===== config.mk =====
export PLATFORM = sky130hd
export DESIGN_NAME = keyboard_scancode_decoder
export DESIGN_NICKNAME = d
export VERILOG_FILES = /design/src/rtl/keyboard_pkg.sv /design/src/rtl/keyboard_event_fifo.sv /design/src/rtl/keyboard_scancode_decoder.sv
export SDC_FILE = /design/constraint.sdc
export NUM_CORES = 1
export LEC_CHECK = 0
export BUFFER_PORTS_ARGS = -buffer_cell sky130_fd_sc_hd__clkbuf_2
export CAP_MARGIN = 30
export CORE_ASPECT_RATIO = 1.75
export CORE_MARGIN = 5
export CORE_UTILIZATION = 62
export DETAILED_ROUTE_END_ITERATION = 7
export HOLD_SLACK_MARGIN = 0.12
export PLACE_DENSITY = 0.77
export SLEW_MARGIN = 20
export SYNTH_ARGS = -nofsm -noshare
export SYNTH_HDL_FRONTEND = slang
export SYNTH_SLANG_ARGS = --single-unit

===== constraint.sdc =====
create_clock -name iCLOCK -period 4.65 [get_ports iCLOCK]
set_input_delay 0.465 -clock iCLOCK [delete_from_list [all_inputs] [get_ports iCLOCK]]
set_output_delay 0.465 -clock iCLOCK [all_outputs]
set_load 0.03 [all_outputs]

===== src/rtl/keyboard_pkg.sv =====
// Shared scancode constants, decoder state encoding and key-event field layout
// for the PS/2 Set 2 scancode decoder.
package keyboard_pkg;

  localparam logic [7:0] KB_SC_EXT    = 8'hE0;
  localparam logic [7:0] KB_SC_BRK    = 8'hF0;
  localparam logic [7:0] KB_SC_PAUSE  = 8'hE1;
  localparam logic [7:0] KB_SC_ACK    = 8'hFA;
  localparam logic [7:0] KB_SC_RESEND = 8'hFE;
  localparam logic [7:0] KB_SC_BATOK  = 8'hAA;
  localparam logic [7:0] KB_SC_ECHO   = 8'hEE;
  localparam logic [7:0] KB_SC_ERR0   = 8'h00;
  localparam logic [7:0] KB_SC_ERR1   = 8'hFF;
  localparam logic [7:0] KB_SC_LSHIFT = 8'h12;
  localparam logic [7:0] KB_SC_RSHIFT = 8'h59;

  // Pause is E1 followed by this many bytes whose values are irrelevant.
  localparam int KB_PAUSE_BYTES = 7;
  localparam logic [7:0] KB_SC_PAUSE_CODE = 8'h77;

  localparam int KB_EV_WIDTH     = 10;
  localparam int KB_EV_BREAK_BIT = 9;
  localparam int KB_EV_EXT_BIT   = 8;
  localparam int KB_EV_CODE_MSB  = 7;
  localparam int KB_EV_CODE_LSB  = 0;

  typedef enum logic [2:0] {
    ST_IDLE,
    ST_EXT,
    ST_BRK,
    ST_EXTBRK,
    ST_PAUSE
  } kb_state_e;

  function automatic logic kb_is_filtered(input logic [7:0] code);
    return (code == KB_SC_ACK)   || (code == KB_SC_RESEND) ||
           (code == KB_SC_BATOK) || (code == KB_SC_ECHO)   ||
           (code == KB_SC_ERR0)  || (code == KB_SC_ERR1);
  endfunction

  function automatic logic kb_is_fake_shift(input logic [7:0] code);
    return (code == KB_SC_LSHIFT) || (code == KB_SC_RSHIFT);
  endfunction

  function automatic logic [KB_EV_WIDTH-1:0] kb_make_event(input logic       brk,
                                                          input logic       ext,
                                                          input logic [7:0] code);
    logic [KB_EV_WIDTH-1:0] ev;
    ev = '0;
    ev[KB_EV_BREAK_BIT] = brk;
    ev[KB_EV_EXT_BIT]   = ext;
    ev[KB_EV_CODE_MSB:KB_EV_CODE_LSB] = code;
    return ev;
  endfunction

endpackage


===== src/rtl/keyboard_event_fifo.sv =====
// Synchronous show-ahead FIFO for decoded key events; a push into a full FIFO is
// accepted only when a pop frees a slot in the same cycle.
module keyboard_event_fifo #(
  parameter int P_WIDTH   = 10,
  parameter int P_DEPTH   = 16,
  parameter int P_DEPTH_N = 4
) (
  input  logic               iCLOCK,
  input  logic               inRESET,
  input  logic               sync_reset_i,
  input  logic               push_i,
  input  logic [P_WIDTH-1:0] data_i,
  input  logic               pop_i,
  output logic [P_WIDTH-1:0] data_o,
  output logic [P_DEPTH_N:0] count_o,
  output logic               full_o,
  output logic               empty_o
);

  localparam logic [P_DEPTH_N:0] LP_FULL_COUNT = (P_DEPTH_N+1)'(P_DEPTH);

  logic [P_WIDTH-1:0]   mem_q [P_DEPTH];
  logic [P_DEPTH_N-1:0] wr_ptr_q, wr_ptr_d;
  logic [P_DEPTH_N-1:0] rd_ptr_q, rd_ptr_d;
  logic [P_DEPTH_N:0]   count_q, count_d;
  logic                 do_push, do_pop;

  assign empty_o = (count_q == '0);
  assign full_o  = (count_q == LP_FULL_COUNT);
  assign do_pop  = pop_i && !empty_o;
  assign do_push = push_i && (!full_o || do_pop);
  assign data_o  = empty_o ? '0 : mem_q[rd_ptr_q];
  assign count_o = count_q;

  always_comb begin
    wr_ptr_d = wr_ptr_q;
    rd_ptr_d = rd_ptr_q;
    count_d  = count_q;
    if (do_push) wr_ptr_d = wr_ptr_q + 1'b1;
    if (do_pop)  rd_ptr_d = rd_ptr_q + 1'b1;
    case ({do_push, do_pop})
      2'b10:   count_d = count_q + 1'b1;
      2'b01:   count_d = count_q - 1'b1;
      default: count_d = count_q;
    endcase
  end

  always_ff @(posedge iCLOCK or negedge inRESET) begin
    if (!inRESET) begin
      wr_ptr_q <= '0;
      rd_ptr_q <= '0;
      count_q  <= '0;
    end else if (sync_reset_i) begin
      wr_ptr_q <= '0;
      rd_ptr_q <= '0;
      count_q  <= '0;
    end else begin
      wr_ptr_q <= wr_ptr_d;
      rd_ptr_q <= rd_ptr_d;
      count_q  <= count_d;
    end
  end

  // Storage needs no reset: data_o is masked to zero while the FIFO is empty.
  always_ff @(posedge iCLOCK) begin
    if (do_push) mem_q[wr_ptr_q] <= data_i;
  end

endmodule


===== src/rtl/keyboard_scancode_decoder.sv =====
// Folds PS/2 Set 2 prefix sequences (E0/F0/E1) into single make/break key events
// and queues them for the register/IRQ block.
module keyboard_scancode_decoder
  import keyboard_pkg::*;
#(
  parameter int P_FIFO_DEPTH   = 16,
  parameter int P_FIFO_DEPTH_N = 4,
  parameter int P_TIMEOUT      = 100000
) (
  input  logic                        iCLOCK,
  input  logic                        inRESET,
  input  logic                        iRESET_SYNC,
  input  logic                        iPS2MOD_REQ,
  input  logic [7:0]                  iPS2MOD_DATA,
  output logic                        oEVENT_VALID,
  output logic [KB_EV_WIDTH-1:0]      oEVENT_DATA,
  input  logic                        iEVENT_POP,
  output logic [P_FIFO_DEPTH_N:0]     oEVENT_COUNT,
  output logic                        oOVERFLOW,
  input  logic                        iOVERFLOW_CLEAR
);

  localparam int               LP_TMO_W    = $clog2(P_TIMEOUT + 1);
  localparam logic [LP_TMO_W-1:0] LP_TMO_LAST = LP_TMO_W'(P_TIMEOUT - 1);
  localparam logic [2:0]       LP_SKIP_LAST = 3'(KB_PAUSE_BYTES - 1);

  kb_state_e               state_q, state_d;
  logic [2:0]              skip_q, skip_d;
  logic [LP_TMO_W-1:0]     tmo_q, tmo_d;
  logic                    ovf_q, ovf_d;
  logic                    ev_push;
  logic [KB_EV_WIDTH-1:0]  ev_data;
  logic                    fifo_full, fifo_empty;

  always_comb begin
    state_d = state_q;
    skip_d  = skip_q;
    tmo_d   = tmo_q;
    ev_push = 1'b0;
    ev_data = '0;
    if (iPS2MOD_REQ) begin
      tmo_d = '0;
      if (state_q == ST_PAUSE) begin
        // Pause bytes are counted regardless of value, protocol replies included.
        if (skip_q == LP_SKIP_LAST) begin
          ev_push = 1'b1;
          ev_data = kb_make_event(1'b0, 1'b1, KB_SC_PAUSE_CODE);
          state_d = ST_IDLE;
          skip_d  = '0;
        end else begin
          skip_d = skip_q + 1'b1;
        end
      end else if (!kb_is_filtered(iPS2MOD_DATA)) begin
        case (state_q)
          ST_IDLE: begin
            case (iPS2MOD_DATA)
              KB_SC_EXT:   state_d = ST_EXT;
              KB_SC_BRK:   state_d = ST_BRK;
              KB_SC_PAUSE: begin state_d = ST_PAUSE; skip_d = '0; end
              default: begin
                ev_push = 1'b1;
                ev_data = kb_make_event(1'b0, 1'b0, iPS2MOD_DATA);
              end
            endcase
          end
          ST_EXT: begin
            case (iPS2MOD_DATA)
              KB_SC_EXT:   state_d = ST_EXT;
              KB_SC_BRK:   state_d = ST_EXTBRK;
              KB_SC_PAUSE: begin state_d = ST_PAUSE; skip_d = '0; end
              default: begin
                ev_push = !kb_is_fake_shift(iPS2MOD_DATA);
                ev_data = kb_make_event(1'b0, 1'b1, iPS2MOD_DATA);
                state_d = ST_IDLE;
              end
            endcase
          end
          ST_BRK: begin
            case (iPS2MOD_DATA)
              KB_SC_EXT:   state_d = ST_EXTBRK;
              KB_SC_BRK:   state_d = ST_BRK;
              KB_SC_PAUSE: begin state_d = ST_PAUSE; skip_d = '0; end
              default: begin
                ev_push = 1'b1;
                ev_data = kb_make_event(1'b1, 1'b0, iPS2MOD_DATA);
                state_d = ST_IDLE;
              end
            endcase
          end
          ST_EXTBRK: begin
            case (iPS2MOD_DATA)
              KB_SC_EXT, KB_SC_BRK, KB_SC_PAUSE: state_d = ST_EXTBRK;
              default: begin
                ev_push = !kb_is_fake_shift(iPS2MOD_DATA);
                ev_data = kb_make_event(1'b1, 1'b1, iPS2MOD_DATA);
                state_d = ST_IDLE;
              end
            endcase
          end
          default: state_d = ST_IDLE;
        endcase
      end
    end else if (state_q != ST_IDLE) begin
      // A stalled partial sequence is abandoned silently.
      if (tmo_q == LP_TMO_LAST) begin
        state_d = ST_IDLE;
        skip_d  = '0;
        tmo_d   = '0;
      end else begin
        tmo_d = tmo_q + 1'b1;
      end
    end else begin
      tmo_d = '0;
    end
  end

  always_comb begin
    ovf_d = ovf_q;
    if (iOVERFLOW_CLEAR) ovf_d = 1'b0;
    if (ev_push && fifo_full && !iEVENT_POP) ovf_d = 1'b1;
  end

  always_ff @(posedge iCLOCK or negedge inRESET) begin
    if (!inRESET) begin
      state_q <= ST_IDLE;
      skip_q  <= '0;
      tmo_q   <= '0;
      ovf_q   <= 1'b0;
    end else if (iRESET_SYNC) begin
      state_q <= ST_IDLE;
      skip_q  <= '0;
      tmo_q   <= '0;
      ovf_q   <= 1'b0;
    end else begin
      state_q <= state_d;
      skip_q  <= skip_d;
      tmo_q   <= tmo_d;
      ovf_q   <= ovf_d;
    end
  end

  keyboard_event_fifo #(
    .P_WIDTH   (KB_EV_WIDTH),
    .P_DEPTH   (P_FIFO_DEPTH),
    .P_DEPTH_N (P_FIFO_DEPTH_N)
  ) u_fifo (
    .iCLOCK       (iCLOCK),
    .inRESET      (inRESET),
    .sync_reset_i (iRESET_SYNC),
    .push_i       (ev_push),
    .data_i       (ev_data),
    .pop_i        (iEVENT_POP),
    .data_o       (oEVENT_DATA),
    .count_o      (oEVENT_COUNT),
    .full_o       (fifo_full),
    .empty_o      (fifo_empty)
  );

  assign oEVENT_VALID = !fifo_empty;
  assign oOVERFLOW    = ovf_q;

endmodule


# [Word-level counts from Yosys, hierarchy flattened]
# Memory sizes are Yosys's and may differ from the RTL's.
# Index checks and enable logic that the tools add are counted.
[op_classes] addsub=6 n_eq_ne=24 mux=51 n_reduce_logical=31
[op_table] op="2-to-1 mux 17 bit" n=4
[op_table] op="== test 8 bit (second input constant)" n=8
[op_table] op="2-to-1 mux 10 bit" n=6
[op_table] op="2-to-1 mux 3 bit" n=14
[op_table] op="case mux 10 bit (4 select lines)" n=1
[op_table] op="case mux 3 bit (3 select lines)" n=3
[op_table] op="2-to-1 mux 9 bit" n=2
[op_table] op="adder 17 x 1 -> 17 bit (second input constant)" n=1
[op_table] op="== test 17 bit (second input constant)" n=1
[op_table] op="2-to-1 mux 4 bit" n=4
[op_table] op="nonzero test 3 bit" n=5
[op_table] op="case mux 3 bit (4 select lines)" n=1
[op_table] op="2-to-1 mux 1 bit" n=11
[op_table] op="case mux 5 bit (2 select lines)" n=1
[op_table] op="AND reduction 5 bit" n=2
[op_table] op="adder 4 x 1 -> 4 bit (second input constant)" n=2
[op_table] op="== test 8 x 5 -> 1 bit (second input constant)" n=1
[op_table] op="== test 8 x 7 -> 1 bit (second input constant)" n=1
[op_table] op="zero test 8 bit" n=1
[op_table] op="2-to-1 mux 8 bit" n=1
[op_table] op="!= test 4 x 3 -> 1 bit (second input constant)" n=2
[op_table] op="logical OR 1 bit" n=7
[op_table] op="!= test 7 bit (second input constant)" n=1
[op_table] op="== test 3 x 2 -> 1 bit (second input constant)" n=2
[op_table] op="20 further kinds" n=30
[totals] regBits=37 ramBits=160 inputBits=14 wordCells=120 memories=1
[memory_table] name="u_fifo.mem_q" depth=16 width=10 rd=1 rd_clocked_by_memory_dff=0 write_ports=1 line_no="keyboard_event_fifo.sv:22" rtl="logic [P_WIDTH-1:0] mem_q [P_DEPTH];"

# [Longest topological paths before layout]
[logic_depth] word_depth=13 ltp_mapped=16 mapped_depth_nobuf=14

# [Cells and area by module]
# Synthesis repeated with hierarchy kept, for this count alone.
[unflattened] cells_unflattened=552 area_unflattened_um2=8713.4
[by_module_without_submodules] mod="keyboard_event_fifo" instances=1 cells_per_inst=373 area_each_um2=7150.6
[by_module_without_submodules] mod="keyboard_scancode_decoder" instances=1 cells_per_inst=179 area_each_um2=1562.7

# [Worst setup path before layout]
# OpenSTA, ideal clock, no wires.
[synth_path] path_type="input to register" start="in iPS2MOD_DATA[0]" end="reg u_fifo.count_q[4], in the netlist u_fifo.count_o[4]" setup_time_ns=0.126 arrival_time_ns=3.239 t_required_ns=4.524 path_slack_ns=1.285 cell_stages=14 cell_sequence="buf_2 -> or4b_1 -> a2111oi_2 -> or3b_1 -> and3_1 -> buf_2 -> inv_1 -> fa_1 -> inv_1 -> a21o_1 -> a21oi_1 -> nand2_1 -> o41ai_1 -> a221o_1"
[synth_between] elab_chain_len=13 word_cells_on_any_way=31 classes_between="eq/ne (12); mux (8); reduce/logical (11)"
[synth_rtl] item="from (decl)" line_no="keyboard_scancode_decoder.sv:14" rtl="input logic [7:0] iPS2MOD_DATA,"
[synth_rtl] item="parallel branches: the longest is 6 deep, another holds == test 8 bit"
[synth_rtl] item="2-to-1 mux 1 bit (*)" line_no="keyboard_scancode_decoder.sv:53" rtl="end else if (!kb_is_filtered(iPS2MOD_DATA)) begin"
[synth_rtl] item="2-to-1 mux 1 bit (*)" line_no="keyboard_scancode_decoder.sv:43" rtl="if (state_q == ST_PAUSE) begin"
[synth_rtl] item="2-to-1 mux 1 bit (*)" line_no="keyboard_scancode_decoder.sv:41" rtl="if (iPS2MOD_REQ) begin"
[synth_rtl] item="logical AND 1 bit (*)" line_no="keyboard_event_fifo.sv:31" rtl="assign do_push = push_i && (!full_o || do_pop);"
[synth_rtl] item="== test 2 x 1 -> 1 bit / == test 2 bit (equally long branches)" line_no="keyboard_event_fifo.sv:41" rtl="case ({do_push, do_pop})"
[synth_rtl] item="case mux 5 bit (2 select lines)" line_no="keyboard_event_fifo.sv:41"
[synth_rtl] item="2-to-1 mux 5 bit" line_no="keyboard_event_fifo.sv:53" rtl="end else if (sync_reset_i) begin"
[synth_rtl] item="to (signal assigned)" line_no="keyboard_event_fifo.sv:60" rtl="count_q <= count_d;"
[synth_rtl] item="to (decl)" line_no="keyboard_event_fifo.sv:25" rtl="logic [P_DEPTH_N:0] count_q, count_d;"
# Every way passes the cells marked *.
# A chain may end at the register's enable or synchronous reset.

# [Worst setup path after layout]
[layout_path] start="reg u_fifo.count_q[3], in the netlist u_fifo.count_o[3]" end="reg u_fifo.count_q[4], in the netlist u_fifo.count_o[4]"
[layout_between] elab_chain_len=8 word_cells_on_any_way=14 classes_between="add/sub (2); eq/ne (3); mux (2); reduce/logical (7)"
[layout_rtl] item="zero test 5 bit" line_no="keyboard_event_fifo.sv:28" rtl="assign empty_o = (count_q == '0);"
[layout_rtl] item="zero test 1 bit" line_no="keyboard_event_fifo.sv:30" rtl="assign do_pop = pop_i && !empty_o;"
[layout_rtl] item="logical AND 1 bit" line_no="keyboard_event_fifo.sv:30"
[layout_rtl] item="logical OR 1 bit" line_no="keyboard_event_fifo.sv:31"
[layout_rtl] item="logical AND 1 bit" line_no="keyboard_event_fifo.sv:31"
[layout_rtl] item="== test 2 x 1 -> 1 bit / == test 2 bit (equally long branches)" line_no="keyboard_event_fifo.sv:41"
[layout_rtl] item="case mux 5 bit (2 select lines)" line_no="keyboard_event_fifo.sv:41"
[layout_rtl] item="2-to-1 mux 5 bit" line_no="keyboard_event_fifo.sv:53"
# Several ways; a longest one is shown, not always the timed one.

==> impl_metrics.ini <==
[finish]
ff_latch_area_um2 = 5730
syn_to_final_growth_pct = 12.6
diodes = 0
fin_area_um2 = 9730
final_nets = 615
fin_util_pct = 70.7
multi_input_area_um2 = 2760
drive_above_1_share_pct = 24.5
fillers = 834

[clock_network]
clock_latency_ns = 0.43
cts_hold_buf = 0
post_cts_buffers = 0
cts_max_level = 4
cts_root_buffer = clkbuf_16
clk_pin_slew_ns = 0.07
cts_tree = done
clock_path_buffers = 2
cts.sinks = 197
numCtsBuffers = 17
ctsResizeCount = 0

[sta]
slew_viol_final = 0
fmax_ghz = 0.290
setup_ws_ns = 1.20
period_share_pct = 74.2
skew_ns = 0.00851
tightest_slew_ns = 0.838
rsz0062_at_grt = no
hold_violations = 0
timing.final.crit_period_ns = 3.45
finalSetupViolCount = 0
final.setup.tns_ns = 0
relSlewSlack_pct = 43.7

[route]
vias_per_cell = 6.26
vias = 4887
route.detailed.drc = 0
firstDrtPassIters = 4
routedWlPerCell_um = 22.3
drt_iter0_markers = 293
ant_nets = 0
wl_um = 17400

[logic_synthesis]
synth_seq_cells = 197
yosysWarnings = 0
synth_top_family_by_area = multiplexers
synthAdderAreaFrac_pct = 1.54
synth_area_um2 = 8640
synthXorXnorAreaFrac_pct = 1.83
synth_cells = 550
dominantRegCellSynth = edfxtp_1
async_reset_ff_share_pct = 18.8
syn_avg_cell_area_um2 = 15.7
syn_nets = 574
yosys.area_share.simple_pct = 10.1
synthMuxAreaShare_pct = 13.6
ys_seq_area_share_pct = 66.3
synth_cell_types = 55
synth_edf_count = 160
synth_compound_area_share_pct = 4.52

[placement]
postPlaceCellArea_um2 = 9060
port-buffer-count = 30
place_congestion = 0.823
place_hpwl_um = 11900
pre_cts_ws_ns = 0.879

[global_routing]
grt_overflow = 0
grt_pass1_wl_um = 27900
grtUsageTotal_pct = 22.6
grt_max_degree = 44
grt_pass1_vias = 5033
antenna_found_initial = 0

[critical_path]
cp_slowest_stage_delay_ns = 0.53
path_cells = nor4_2 > nand2b_1 > and2_1 > and3_1 > inv_1 > fa_1 > inv_1 > a21o_1 > a21oi_1 > nand2_1 > o41ai_1 > a221o_1
critPathLaunchType = flip-flop
worstSetupPathType = reg -> reg
worstPathMaxFanout = 12
slowest_stage = nor4_2
end_kind = flip-flop
cp.required_ns = 5.02
crit_top_cell = inv_1
cp.arrival_ns = 3.82

[power]
p_per_area_nw_per_um2 = 471
clkPwrFrac_pct = 31.4
p_total_uw = 4580
intPower_uw = 3170
comb_power_share_pct = 24.1
switching_power_uw = 1410
switching_share_pct = 30.8
total_leakage_power_uw = 0.00342
power_frac_seq_pct = 44.4
irDropWorstVdd_v = 0.000312

[hold_path]
hold_path_class = in -> reg

[floorplanning]
die_h_um = 166
chipWidth_um = 99.2
dieArea_um2 = 16500
start_util_pct = 62.7
coreArea_um2 = 13800
rows = 57
io_pins = 31

[run_status]
status = completed

[job]
drv_cap = 0
## cells in the mapped netlist (11+ instances only)
library cell,instances,share of area (%)
and2_1,13,0.94
nor2_1,40,1.7
edfxtp_1,160,56
dfrtp_1,37,11
nand2_1,34,1.5
and3_1,12,0.87
clkbuf_1,23,1.0
mux4_2,50,13
inv_1,13,0.57
o21ai_0,17,0.99
xor2_1,11,1.1
nand3_1,14,0.81
a21oi_1,24,1.4
## layer usage
| metal | global-route usage [%] | part of all wire (%) | vias up |
|---|---|---|---|
| li1 | - | - | 2227 |
| met1 | 25.8 | 35 | 2452 |
| met2 | 41.8 | 58 | 173 |
| met3 | 3.78 | 3.7 | 35 |
| met4 | 8.15 | 2.9 | 0 |
| met5 | 0 | 0 | - |
## sequential cells by signal, indices dropped and copies added (netlist names)
register / count
u_fifo.count_o: 5
tmo_q: 17
u_fifo.mem_q: 160
oOVERFLOW: 1
u_fifo.wr_ptr_q: 4
skip_q: 3
state_q: 3
u_fifo.rd_ptr_q: 4
## critical path, delay by kind of cell, from the launching register on
family,cells,cell delay (ns)
buf+inv,2,0.17
simple gates,5,1.68
fa+ha+maj,1,0.21
compound gates,4,0.88
flops,1,0.44
## stage by stage
stage	cells	hold slack [ns]
floorplan	550	0.169
global placement	740	0.468
detailed placement	743	0.503
CTS	775	0.172
global route	781	0.308
finish	781	0.288
## cell families (layout without fill, tap and decap cells)
family,count (synthesis),count (layout)
flip-flops,197,197
AND/OR/NAND/NOR,163,163
AO/OA/AOI/OAI,62,62
multiplexers,55,55
buffers and inverters,45,99
XOR/XNOR,18,18
adder cells (fa/ha/maj),10,10
## area by class of cell
cell class | instances | area share [%]
repair buffers | 54 | 3.68
well taps | 177 | 2.28
clock inverters | 15 | 1.90
inverters | 13 | 0.502
flip-flops and latches | 197 | 58.9
clock buffers | 17 | 4.37
multi-input cells | 308 | 28.3
## final timing paths
path,end,slack (ns),start,cells after the start
worst max-delay path,u_fifo.count_o[4],1.20,u_fifo.count_o[3],12
worst min-delay path,oOVERFLOW,0.29,iOVERFLOW_CLEAR,3
worst max register to register,u_fifo.count_o[4],1.20,u_fifo.count_o[3],12
worst min register to register,tmo_q[0],0.51,tmo_q[0],1
max in group asynchronous,u_fifo.rd_ptr_q[0],3.81,inRESET,3
min in group asynchronous,tmo_q[11],0.41,inRESET,2
## placed cells by master, fill, tap and decap left out, types with 11 or more instances in the layout
master and n:
clkbuf_16 17, o21ai_0 17, nand2_1 34, buf_4 21, inv_1 13, nand3_1 14
edfxtp_1 160, a21oi_1 24, dfrtp_1 36, and2_1 13, xor2_1 11, and3_1 12
clkbuf_2 30, nor2_1 40, mux4_2 50
## power groups by stage
stage,Clock (uW),Combinational (uW),Sequential (uW)
global placement,0,1090,2070
floorplan,0,828,2060
global route,1550,1190,2050
CTS,1460,1120,2040
detailed placement,0,1110,2080
finish,1440,1110,2040
No activity file was read; power rests on OpenSTA's default activity.
